`config.mk`:
```
export PLATFORM = sky130hd
export DESIGN_NAME = vga_pattern_controller
export DESIGN_NICKNAME = d
export VERILOG_FILES = /design/src/rtl/vga_pkg.sv /design/src/rtl/button_debouncer.sv /design/src/rtl/vga_pattern_controller.sv
export SDC_FILE = /design/constraint.sdc
export NUM_CORES = 1
export LEC_CHECK = 0
export ABC_AREA = 1
export CORE_AREA = 8 8 91 175
export DETAILED_ROUTE_END_ITERATION = 8
export DIE_AREA = 0 0 99 183
export MAX_ROUTING_LAYER = met4
export PLACE_DENSITY = 0.66
export SYNTH_ARGS = -nofsm -noshare
export SYNTH_HDL_FRONTEND = slang
export SYNTH_SLANG_ARGS = --single-unit
```
`constraint.sdc`:
```
create_clock -name i_CLK -period 4.5 [get_ports i_CLK]
set_clock_uncertainty 0.15 [all_clocks]
set_input_delay 0.45 -clock i_CLK [delete_from_list [all_inputs] [get_ports i_CLK]]
set_output_delay 0.45 -clock i_CLK [all_outputs]
set_load 0.005 [all_outputs]
```
`src/rtl/vga_pkg.sv`:
```
// Shared constants for the VGA pattern controller: default 640x480@60 timing,
// pattern indices and the colour-bar table.
package vga_pkg;

    localparam int unsigned DEF_H_ACTIVE = 640;
    localparam int unsigned DEF_H_FP     = 16;
    localparam int unsigned DEF_H_SYNC   = 96;
    localparam int unsigned DEF_H_BP     = 48;
    localparam int unsigned DEF_V_ACTIVE = 480;
    localparam int unsigned DEF_V_FP     = 10;
    localparam int unsigned DEF_V_SYNC   = 2;
    localparam int unsigned DEF_V_BP     = 33;

    localparam int unsigned PAT_BARS    = 0;
    localparam int unsigned PAT_CHECKER = 1;
    localparam int unsigned PAT_RAMP    = 2;
    localparam int unsigned PAT_WHITE   = 3;

    // {R,G,B} channel enables; element 0 is the leftmost bar (white), element 7 black
    localparam logic [7:0][2:0] BAR_RGB = {
        3'b000, 3'b001, 3'b100, 3'b101, 3'b010, 3'b011, 3'b110, 3'b111
    };

endpackage

```
`src/rtl/button_debouncer.sv`:
```
// Two-flop synchroniser, stable-level debouncer and one-cycle rising-edge pulse
// for an asynchronous push button.
module button_debouncer
    import vga_pkg::*;
#(
    parameter int unsigned DEBOUNCE_CYCLES = 500000
) (
    input  logic i_clk,
    input  logic i_rst_n,
    input  logic i_button,
    output logic o_rise
);

    localparam int unsigned      CNT_W    = (DEBOUNCE_CYCLES > 1) ? $clog2(DEBOUNCE_CYCLES) : 1;
    localparam logic [CNT_W-1:0] CNT_LAST = CNT_W'(DEBOUNCE_CYCLES - 1);

    logic             meta_q, meta_d;
    logic             sync_q, sync_d;
    logic [CNT_W-1:0] cnt_q, cnt_d;
    logic             level_q, level_d;
    logic             rise_q, rise_d;

    // Level flips on the DEBOUNCE_CYCLES-th consecutive differing sample
    always_comb begin
        meta_d  = i_button;
        sync_d  = meta_q;
        cnt_d   = '0;
        level_d = level_q;
        if (sync_q != level_q) begin
            if (cnt_q == CNT_LAST) begin
                level_d = sync_q;
            end else begin
                cnt_d = cnt_q + CNT_W'(1);
            end
        end
        rise_d = level_d & ~level_q;
    end

    always_ff @(posedge i_clk) begin
        if (!i_rst_n) begin
            meta_q  <= 1'b0;
            sync_q  <= 1'b0;
            cnt_q   <= '0;
            level_q <= 1'b0;
            rise_q  <= 1'b0;
        end else begin
            meta_q  <= meta_d;
            sync_q  <= sync_d;
            cnt_q   <= cnt_d;
            level_q <= level_d;
            rise_q  <= rise_d;
        end
    end

    assign o_rise = rise_q;

endmodule

```
`src/rtl/vga_pattern_controller.sv`:
```
// Parametrised VGA top level: pixel clock-enable, timing generator, debounced
// buttons and a four-pattern image generator with frame-boundary commits.
module vga_pattern_controller
    import vga_pkg::*;
#(
    parameter int unsigned H_ACTIVE        = DEF_H_ACTIVE,
    parameter int unsigned H_FP            = DEF_H_FP,
    parameter int unsigned H_SYNC          = DEF_H_SYNC,
    parameter int unsigned H_BP            = DEF_H_BP,
    parameter int unsigned V_ACTIVE        = DEF_V_ACTIVE,
    parameter int unsigned V_FP            = DEF_V_FP,
    parameter int unsigned V_SYNC          = DEF_V_SYNC,
    parameter int unsigned V_BP            = DEF_V_BP,
    parameter bit          SYNC_POL        = 1'b0,
    parameter int unsigned CLK_DIV         = 2,
    parameter int unsigned COLOR_W         = 8,
    parameter int unsigned NUM_PATTERNS    = 4,
    parameter int unsigned DEBOUNCE_CYCLES = 500000
) (
    input  logic                            i_CLK,
    input  logic                            i_RST_N,
    input  logic                            i_CYCLE_IMAGE,
    input  logic                            i_BLANK_DISPLAY,
    output logic [COLOR_W-1:0]              o_VGA_RED,
    output logic [COLOR_W-1:0]              o_VGA_GREEN,
    output logic [COLOR_W-1:0]              o_VGA_BLUE,
    output logic                            o_VGA_HSYNC,
    output logic                            o_VGA_VSYNC,
    output logic                            o_FRAME_START,
    output logic [$clog2(NUM_PATTERNS)-1:0] o_PATTERN
);

    localparam int unsigned H_TOTAL    = H_ACTIVE + H_FP + H_SYNC + H_BP;
    localparam int unsigned V_TOTAL    = V_ACTIVE + V_FP + V_SYNC + V_BP;
    localparam int unsigned X_W        = $clog2(H_TOTAL);
    localparam int unsigned Y_W        = $clog2(V_TOTAL);
    localparam int unsigned DIV_W      = (CLK_DIV > 1) ? $clog2(CLK_DIV) : 1;
    localparam int unsigned PAT_W      = $clog2(NUM_PATTERNS);
    localparam int unsigned HS_START   = H_ACTIVE + H_FP;
    localparam int unsigned HS_END     = H_ACTIVE + H_FP + H_SYNC;
    localparam int unsigned VS_START   = V_ACTIVE + V_FP;
    localparam int unsigned VS_END     = V_ACTIVE + V_FP + V_SYNC;

    localparam logic [DIV_W-1:0] DIV_LAST = DIV_W'(CLK_DIV - 1);
    localparam logic [X_W-1:0]   X_LAST   = X_W'(H_TOTAL - 1);
    localparam logic [Y_W-1:0]   Y_LAST   = Y_W'(V_TOTAL - 1);
    localparam logic [PAT_W-1:0] PAT_LAST = PAT_W'(NUM_PATTERNS - 1);

    logic [DIV_W-1:0]   div_q, div_d;
    logic [X_W-1:0]     x_q, x_d;
    logic [Y_W-1:0]     y_q, y_d;
    logic [COLOR_W-1:0] red_q, red_d;
    logic [COLOR_W-1:0] green_q, green_d;
    logic [COLOR_W-1:0] blue_q, blue_d;
    logic               hsync_q, hsync_d;
    logic               vsync_q, vsync_d;
    logic               frame_start_q, frame_start_d;
    logic [PAT_W-1:0]   pattern_q, pattern_d;
    logic               blank_q, blank_d;
    logic               cycle_pend_q, cycle_pend_d;
    logic               blank_pend_q, blank_pend_d;

    logic               tick;
    logic               x_end, y_end;
    logic               commit;
    logic               cycle_rise, blank_rise;

    logic [31:0]        x_ext, y_ext;
    logic               in_active, hs_on, vs_on, checker_on;
    logic [2:0]         bar_idx, bar_rgb;
    logic [COLOR_W-1:0] ramp;
    logic [COLOR_W-1:0] pix_r, pix_g, pix_b;

    button_debouncer #(
        .DEBOUNCE_CYCLES(DEBOUNCE_CYCLES)
    ) u_cycle_btn (
        .i_clk   (i_CLK),
        .i_rst_n (i_RST_N),
        .i_button(i_CYCLE_IMAGE),
        .o_rise  (cycle_rise)
    );

    button_debouncer #(
        .DEBOUNCE_CYCLES(DEBOUNCE_CYCLES)
    ) u_blank_btn (
        .i_clk   (i_CLK),
        .i_rst_n (i_RST_N),
        .i_button(i_BLANK_DISPLAY),
        .o_rise  (blank_rise)
    );

    always_comb begin
        tick   = (div_q == DIV_LAST);
        div_d  = tick ? '0 : div_q + DIV_W'(1);
        x_end  = (x_q == X_LAST);
        y_end  = (y_q == Y_LAST);
        commit = tick & x_end & y_end;
        x_d    = x_q;
        y_d    = y_q;
        if (tick) begin
            if (x_end) begin
                x_d = '0;
                y_d = y_end ? '0 : y_q + Y_W'(1);
            end else begin
                x_d = x_q + X_W'(1);
            end
        end
    end

    // A rise on the commit tick survives because it is ORed in after the clear
    always_comb begin
        pattern_d    = pattern_q;
        blank_d      = blank_q;
        if (commit && cycle_pend_q) begin
            pattern_d = (pattern_q == PAT_LAST) ? '0 : pattern_q + PAT_W'(1);
        end
        if (commit && blank_pend_q) begin
            blank_d = ~blank_q;
        end
        cycle_pend_d = (cycle_pend_q & ~commit) | cycle_rise;
        blank_pend_d = (blank_pend_q & ~commit) | blank_rise;
    end

    always_comb begin
        x_ext      = 32'(x_q);
        y_ext      = 32'(y_q);
        in_active  = (x_ext < H_ACTIVE) && (y_ext < V_ACTIVE);
        hs_on      = (x_ext >= HS_START) && (x_ext < HS_END);
        vs_on      = (y_ext >= VS_START) && (y_ext < VS_END);
        bar_idx    = 3'((x_ext * 32'd8) / H_ACTIVE);
        bar_rgb    = BAR_RGB[bar_idx];
        checker_on = x_ext[5] ^ y_ext[5];
        ramp       = COLOR_W'(x_ext);
        pix_r      = '0;
        pix_g      = '0;
        pix_b      = '0;
        case (32'(pattern_q))
            PAT_BARS: begin
                pix_r = {COLOR_W{bar_rgb[2]}};
                pix_g = {COLOR_W{bar_rgb[1]}};
                pix_b = {COLOR_W{bar_rgb[0]}};
            end
            PAT_CHECKER: begin
                pix_r = {COLOR_W{checker_on}};
                pix_g = {COLOR_W{checker_on}};
                pix_b = {COLOR_W{checker_on}};
            end
            PAT_RAMP: begin
                pix_r = ramp;
                pix_g = ramp;
                pix_b = ramp;
            end
            PAT_WHITE: begin
                pix_r = '1;
                pix_g = '1;
                pix_b = '1;
            end
            default: begin
                pix_r = '0;
                pix_g = '0;
                pix_b = '0;
            end
        endcase
    end

    // Output stage samples the current (x,y) on the tick: one pixel of latency
    always_comb begin
        red_d         = red_q;
        green_d       = green_q;
        blue_d        = blue_q;
        hsync_d       = hsync_q;
        vsync_d       = vsync_q;
        frame_start_d = tick && (x_q == '0) && (y_q == '0);
        if (tick) begin
            red_d   = (in_active && !blank_q) ? pix_r : '0;
            green_d = (in_active && !blank_q) ? pix_g : '0;
            blue_d  = (in_active && !blank_q) ? pix_b : '0;
            hsync_d = hs_on ? SYNC_POL : ~SYNC_POL;
            vsync_d = vs_on ? SYNC_POL : ~SYNC_POL;
        end
    end

    always_ff @(posedge i_CLK) begin
        if (!i_RST_N) begin
            div_q         <= '0;
            x_q           <= '0;
            y_q           <= '0;
            red_q         <= '0;
            green_q       <= '0;
            blue_q        <= '0;
            hsync_q       <= ~SYNC_POL;
            vsync_q       <= ~SYNC_POL;
            frame_start_q <= 1'b0;
            pattern_q     <= '0;
            blank_q       <= 1'b0;
            cycle_pend_q  <= 1'b0;
            blank_pend_q  <= 1'b0;
        end else begin
            div_q         <= div_d;
            x_q           <= x_d;
            y_q           <= y_d;
            red_q         <= red_d;
            green_q       <= green_d;
            blue_q        <= blue_d;
            hsync_q       <= hsync_d;
            vsync_q       <= vsync_d;
            frame_start_q <= frame_start_d;
            pattern_q     <= pattern_d;
            blank_q       <= blank_d;
            cycle_pend_q  <= cycle_pend_d;
            blank_pend_q  <= blank_pend_d;
        end
    end

    assign o_VGA_RED     = red_q;
    assign o_VGA_GREEN   = green_q;
    assign o_VGA_BLUE    = blue_q;
    assign o_VGA_HSYNC   = hsync_q;
    assign o_VGA_VSYNC   = vsync_q;
    assign o_FRAME_START = frame_start_q;
    assign o_PATTERN     = pattern_q;

endmodule
```
==> results, run 1 <==
- Measured along the x axis, the die boundary spans around 99 um.
- The number of iterations in the first detailed-routing pass is 5.
- The clock tree from TritonCTS is done.
- For this run, the number of Yosys warnings is 0.
- For this design the ratio of total power to cell area is 297 nW/um^2.
- The repair_antennas step left the layout with diodes totalling 0.
- Routability-driven placement finished with a final weighted congestion of 0.890.
- Once the clock tree was built, the resizer swapped 0 gates to a different size.
- The number of synthesized flops with an enable pin is 0.
- Among all flip-flop cells after synthesis, the most frequent one is sky130_fd_sc_hd__dfxtp_1.
- The setup slack at placement is 0.726 ns.
- The top-level port count is 33.
- The filler cells instantiated in the layout total 1370.
- The count of buffers added on input and output ports is 32.
- By startpoint and endpoint, the worst setup path is classified as reg2reg.
- The standard cell with the maximum stage delay on the critical path is sky130_fd_sc_hd__dfxtp_1.
- Cells fill 44.5% of the core in the end.
- Along the worst path, the maximum fanout reaches 10.
- The highest cell delay on the worst timing path is about 0.40 ns.
- The detail-routed via count per cell is 5.06.
- Setup violations remaining at the end of the flow were counted as 0.
- The count of final hold-check violations is 0.
- Among all cell types in the netlist, the one instantiated most often is sky130_fd_sc_hd__nand2_1.
- The top cell type by area accounts for 37.1% of the synthesized area.
- The number of clock sinks is 99.
- The DRC violation total after the first TritonRoute iteration is ~400.
- The final-report max-slew violation count is 0.
- The smallest clock period supported by the final layout is computed as 3.77 ns.
- The number of nets in the synthesized netlist is 780.
- Traced cell by cell, the critical path runs through inv_1 > ha_1 > nor2_4 > nand3_2 > nand2_8 > nand3_4 > o21ai_2 > inv_2 > nand2_4 > nand3_4 > o21ai_4 > nand3_2 > nand2_1 > nand3_2 > nor2_4 > nor2_1 > nor2_2 > inv_1 > nor2_1 > nand2_1 > nand3_2 > nand2_4 > nand2_1 > nand2_1.
- The first global-routing pass estimated 20600 um of wire.
- Setup repair after global routing left no endpoint under its margin.
- The worst-case IR drop observed on VDD is 0.000195 V.
- The floorplan has 61 rows.
- The number of global-route vias before repair is 4548.
- The worst setup path is captured at a flip-flop.
- A synthesized cell averages 6.99 um^2.
- At the pin with the least slew margin, the transition time is 0.782 ns.
- Global routing finished with a remaining overflow of 0.
- STA classifies the critical path startpoint as a flip-flop.
- The area added between synthesis and finish is 13.9%.
- After clock tree synthesis, the clock-pin slew on the worst setup and hold paths is roughly 0.07 ns.
- The die area is 18100 um^2.
- The number of clock buffers inserted by TritonCTS is 9.
- The H-tree depth is 3.
- After clock tree synthesis, the setup repair step added 0 buffers.
- The share of the yosys chip area belonging to registers is 37.1%.
- The netlist area before placement is 5340 um^2.
- The routed design has 12100 um of wire.
- The data arrival time of the critical path is between 3 and 4 ns.
- For this run, asynchronously set or reset flops after synthesis account for 0%.
- The effective utilization at floorplan is between 30% and 40%.
- The placeable core region is between 10000 and 15000 um^2.
- The highest clock rate is 265 MHz.
- After legalization and detailed placement, the total HPWL measured 9090 um.
- The die height is ~180 um.
- The cell sitting at the root of the clock tree is a sky130_fd_sc_hd__clkbuf_16.
- The worst setup slack after layout is 0.733 ns.
- At the worst endpoint, the required time is 4.59 ns.
- The number of library cell types mapped by synthesis is approximately 40.
- The total routing usage reported by global routing is 14.0%.
- The tool flagged a number of max-cap violations equal to 0.
- The final critical path takes up 83.7% of the cycle.
- Hold is met by 0.268 ns.
- For this run, the post-layout net count is 811.
- After detailed routing, the number of remaining DRC violations is 0.
- The initial antenna violation count is 0.
- By area the synthesized netlist is led by sky130_fd_sc_hd__dfxtp_1, sky130_fd_sc_hd__nand2_1, sky130_fd_sc_hd__inv_1.
- In this run the static leakage power is 2.70 nW.
- The cell taking the most area after synthesis is sky130_fd_sc_hd__dfxtp_1.
- The commonest cells after synthesis are sky130_fd_sc_hd__nand2_1, sky130_fd_sc_hd__inv_1, sky130_fd_sc_hd__dfxtp_1.
- The synthesized design contains 99 register bits.
- The layout cell share with drive strength beyond 1 is 8.38%.
- The maximum count of clock buffers along a single path is 2.
- For the final routed database, the setup TNS stands at 0 ns.
- After layout, the design draws a total of 1.80 mW.
- The clock latency on the worst-skew pair is 0.34 ns.
- Entering global routing, the biggest net connects 27 pins.
- The detail route stage leaves a number of antenna-violating nets equal to 0.
- The worst pin sits at a relative slew slack of 47.6%.
- The number of vias after detailed routing is 4843.
- The hold buffer count at cts is 0.
- The flow ran to the end, and the final reports show no timing, DRC or antenna violations.
- The path class of the tightest hold or removal check is reg2reg.
- Synthesis produced 764 cells.
- The average wire length per cell after detail routing is 12.7 um.
==> cell families after synthesis <==
kind of cell / share of synthesized area [%]
fa+ha+maj: 2.81
xor+xnor: 3.61
buf+inv: 9.31
flops: 37.1
compound gates: 11.2
simple gates: 35.9
==> where the power goes <==
| part | leakage (nW) | internal, mW | switching [mW] |
|---|---|---|---|
| clock network | 0.147 | 0.402 | 0.357 |
| registers | 0.805 | 0.900 | 0.0154 |
| logic | 1.75 | 0.0602 | 0.0687 |
==> stage by stage <==
step | instances | instance area, um^2
finish | 957 | 6080
global route | 957 | 6080
CTS | 957 | 6080
detailed placement | 941 | 5780
global placement | 941 | 5780
floorplan | 764 | 5340
==> cell type report <==
type / instances / area, um^2 / area share [%]
Multi-Input combinational cell: 542 / 2860 / 47.0
Inverter: 109 / 412 / 6.77
Timing Repair Buffer: 34 / 335 / 5.52
Sequential cell: 99 / 1980 / 32.6
Clock inverter: 6 / 53.8 / 0.885
Clock buffer: 10 / 239 / 3.93
Tap cell: 157 / 196 / 3.23
==> worst max-delay path, delay by kind of cell (launching register included) <==
kind,cells,cell delay [ns]
compound gates,2,0.47
fa+ha+maj,1,0.28
buf+inv,3,0.29
flops,1,0.40
simple gates,18,2.08
==> placed cells by master (no fill, tap or decap), drive strengths merged, types with 22 or more instances in the layout <==
master and instances:
nor3 25, nand3 54, clkdlybuf4s50 32, nor2 100
a21oi 32, o21ai 63, dfxtp 99, nand4 22
nand2 184, inv 111
==> flip-flops by register name, indices dropped and copies added, names as in the netlist, 2 cells and up <==
name	cells
y_q	10
u_cycle_btn.cnt_q	19
o_VGA_GREEN	8
o_VGA_BLUE	8
u_blank_btn.cnt_q	19
o_VGA_RED	8
x_q	10
o_PATTERN	2
==> worst paths after layout <==
check	from	to	slack [ns]	depth (start not counted)
worst min register to register	u_blank_btn.meta_q$_SDFF_PN0_	u_blank_btn.sync_q$_SDFF_PN0_	0.27	2
worst max register to register	x_q[0]$_SDFFE_PN0P_	o_VGA_BLUE[0]$_SDFFE_PN0P_	0.73	24
worst max-delay path	x_q[0]$_SDFFE_PN0P_	o_VGA_BLUE[0]$_SDFFE_PN0P_	0.73	24
worst min-delay path	u_blank_btn.meta_q$_SDFF_PN0_	u_blank_btn.sync_q$_SDFF_PN0_	0.27	2
==> per-layer routing <==
metal  global-route usage, %  vias up  share of wire (%)
li1                        -     2539                  -
met1                    18.1     2159                 50
met2                    21.0      117                 44
met3                    2.47       28                4.2
met4                    5.45        0                2.1
met5                       -        -                  0
Note: power is estimated with default switching activity, not from simulation.
==> run 2: changes to the inputs <==
PLACE_DENSITY = 0.68   (was 0.66)
clock period = 3.1 ns   (was 4.5 ns; I/O delays follow)
==> run 2 against run 1 <==
Compared with the run above:
- the flow now finishes with violations (negative setup slack)
- fmax grew 9.6%
- die area is the same
- register-to-register slack lost 1.1 ns
- cell area grew 15%
- combinational power grew 79%
- routed wire length grew 12%
- critical path depth grew 2
- clock-buffer cell count is the same
- sequential cell count is the same
- largest power group unchanged
==> results, run 2 (synthesis gave the netlist of run 1 again) <==
- The flow ran to the end, but the final reports show violations.
- The final reports fail on negative setup slack.
- After the last flow step, the layout net total stands at 903.
- The count of maximum capacitance violations is 0.
- In this run the horizontal extent of the chip is 99 um.
- For this run, design rule violations remaining after detail routing come to 0.
- After clock tree synthesis, the clock-pin slew on the worst setup and hold paths is around 0.070 ns.
- At the pin with the least slew margin, the transition time is 0.679 ns.
- In the final routed layout, each cell accounts on average for 13.0 um.
- The tightest hold path in the finished design has a slack of 0.264 ns.
- The period utilization is 111%.
- The routed wire length is 13600 um.
- The number of iterations in the first detailed-routing pass is 4.
- The register-to-register path setup slack is -0.34 ns.
- The maximum vdd ir drop is 0.000329 V.
- The hold-critical path endpoint is u_cycle_btn.sync_q$_SDFF_PN0_.
- The count of buffers from port buffering is 32.
- The highest clock rate is between 200 and 300 MHz.
- The die area is 18100 um^2.
- TritonCTS built the clock tree.
- The number of antenna diodes in the final layout is 0.
- The count of final hold-check violations is 0.
- The most common cell after layout, fill and taps aside is sky130_fd_sc_hd__nand2_1.
- The HPWL after detailed placement is 10300 um.
- The H-tree depth is 3.
- The detail-routed via count per cell is 4.97.
- After layout, the minimum clock period comes to 3.44 ns.
- The largest net degree at the start of global routing is 26.
- The effective utilization at floorplan is between 30% and 40%.
- The floorplan has roughly 60 rows.
- The final-report max-slew violation count came to 0.
- Setup repair after global routing could not meet its margin everywhere.
- The clock latency on the worst-skew pair is 0.35 ns.
- The number of cells on the worst reg-to-reg path is 26.
- The register cell area after layout is 1990 um^2.
- The slowest stage of the critical path is the sky130_fd_sc_hd__dfxtp_4 cell.
- The worst setup slack after layout is -0.338 ns.
- Of the cells placed in the final design, the portion with a size suffix greater than 1 is 21.5%.
- The startpoint of the most critical hold path is u_cycle_btn.meta_q$_SDFF_PN0_.
- The initial antenna violation count is 0.
- For the worst setup path, the data required time is 3.25 ns.
- The nature of the critical path endpoint is a flip-flop.
- Global routing used 15.7% of the available tracks across all layers.
- In this run the tightest slew margin relative to its limit is a little over half.
- The number of vias after detailed routing is 5218.
- In this design, the stage delay of the slowest critical-path cell is 0.36 ns.
- The footprint of the multi-input gates is ~3000 um^2.
- STA classifies the critical path startpoint as a flip-flop.
- In this run the critical register-to-register path is launched from x_q[0]$_SDFFE_PN0P_.
- The critical path is of the reg2reg type.
- Summed over all failing endpoints, the final setup total negative slack is -3.71 ns.
- For this design the ratio of total power to cell area is about 390 nW/um^2.
- The cell depth of the worst hold path is 2.
- The top cell types in the final layout, fill and taps aside, are sky130_fd_sc_hd__nand2_1, sky130_fd_sc_hd__inv_1, sky130_fd_sc_hd__dfxtp_1, sky130_fd_sc_hd__buf_4, sky130_fd_sc_hd__nor2_1.
- The final weighted congestion in routability-driven placement is slightly above 0.9.
- Fill cells in the final layout number 1309.
- The residual antenna-violating net count after detailed routing is 0.
- The largest registers in the layout are u_blank_btn.cnt_q: 19 flops, u_cycle_btn.cnt_q: 19 flops.
- TritonCTS created 9 clock buffers.
- The clock root buffer is sky130_fd_sc_hd__clkbuf_16.
- The maximum count of clock buffers along a single path is 2.
- The reg-to-reg critical path endpoint is o_VGA_BLUE[1]$_SDFFE_PN0P_.
- The number of clock sinks is 99.
- After floorplanning, the core was sized to cover 13700 um^2.
- The cell leakage power is 3.20 nW.
- Relative to the synthesized area, the layout overhead comes to 30.5%.
- In this run the worst path has a maximum fanout of 8.
- In this run the count of I/O pins placed on the die edge is 33.
- In this run the vertical extent of the chip is roughly 180 um.
- The DRC violation total after the first TritonRoute iteration is 267.
- The number of global-route vias before repair is between 5000 and 6000.
- The first global-routing pass estimated 23000 um of wire.
- Setup violations remaining at the end of the flow were counted as 16.
- The hold buffer count at cts is 0.
- The most repeated library cell on the critical path is sky130_fd_sc_hd__nand2_1.
- After global routing the overflow that remains totals 0.
- Data arrives at the worst endpoint at about 3.6 ns.
- The kind of path behind the tightest hold check is reg2reg.
run 2: cell count changes in the layout (fill, tap and decap cells not counted), moves of 3 or more:
cell	before	now
sky130_fd_sc_hd__buf_4	2	92
sky130_fd_sc_hd__dfxtp_1	99	96
sky130_fd_sc_hd__inv_1	102	99
sky130_fd_sc_hd__nand2_1	172	158
sky130_fd_sc_hd__nand2_2	7	17
sky130_fd_sc_hd__nand2_4	4	8
sky130_fd_sc_hd__nand3_4	3	6
sky130_fd_sc_hd__nor2_1	84	78
sky130_fd_sc_hd__nor2_2	9	13
sky130_fd_sc_hd__o21ai_0	59	49
sky130_fd_sc_hd__o21ai_1	0	8
run 2: cell type report:
class | count | share of cell area (%)
multi-input combinational | 543 | 43.6
sequential | 99 | 28.5
timing repair buffer | 125 | 14.7
inverter | 109 | 6.02
clock buffer | 10 | 3.29
tap | 157 | 2.82
clock inverter | 6 | 1.06
run 2: layer usage:
metal	vias to the layer above	global-route usage, %	wire length, um
met5	-	-	0
met4	0	6.87	371
met3	29	1.97	331
met2	90	26.7	6770
met1	2365	18.1	6130
li1	2734	-	-
run 2: stage by stage:
step	utilization (%)	setup WS [ns]	power, mW	cell area [um^2]	instances
after CTS	50.2	-0.235	2.72	6850	1043
final	51.0	-0.338	2.70	6970	1049
after global placement	47.1	-0.219	1.58	6430	1018
after global routing	51.0	-0.611	2.81	6970	1049
after floorplan	-	-0.0857	1.46	5410	764
after detailed placement	47.1	-0.320	1.58	6430	1018
run 2: repair_timing:
item	in CTS	in global routing
resized for setup	13	30
setup buffers	8	6
gates cloned	1	0
pin swaps	27	25
endpoints found under the setup margin	16	16
run 2: critical path, delay by kind of cell (launching register included):
family | cells | cell delay, ns
and+or+nand+nor | 18 | 1.96
adders and majority gates | 1 | 0.13
DFF | 1 | 0.36
buffers and inverters | 5 | 0.46
AOI/OAI and AO/OA | 2 | 0.34
run 2: worst max path at each step:
stage,start,cells past startpoint,to
detailed placement,x_q[0]$_SDFFE_PN0P_,25,o_VGA_BLUE[7]$_SDFFE_PN0P_
floorplan,x_q[0]$_SDFFE_PN0P_,27,o_VGA_BLUE[0]$_SDFFE_PN0P_
CTS,x_q[0]$_SDFFE_PN0P_,26,o_VGA_BLUE[2]$_SDFFE_PN0P_
global placement,x_q[0]$_SDFFE_PN0P_,25,o_VGA_BLUE[0]$_SDFFE_PN0P_
global route,x_q[0]$_SDFFE_PN0P_,28,o_VGA_BLUE[5]$_SDFFE_PN0P_
finish,x_q[0]$_SDFFE_PN0P_,26,o_VGA_BLUE[1]$_SDFFE_PN0P_
run 2: power breakdown:
part	internal [mW]	switching, mW	total (mW)
logic	0.118	0.114	0.231
registers	1.31	0.0214	1.33
clock network	0.635	0.505	1.14
total	2.06	0.640	2.70
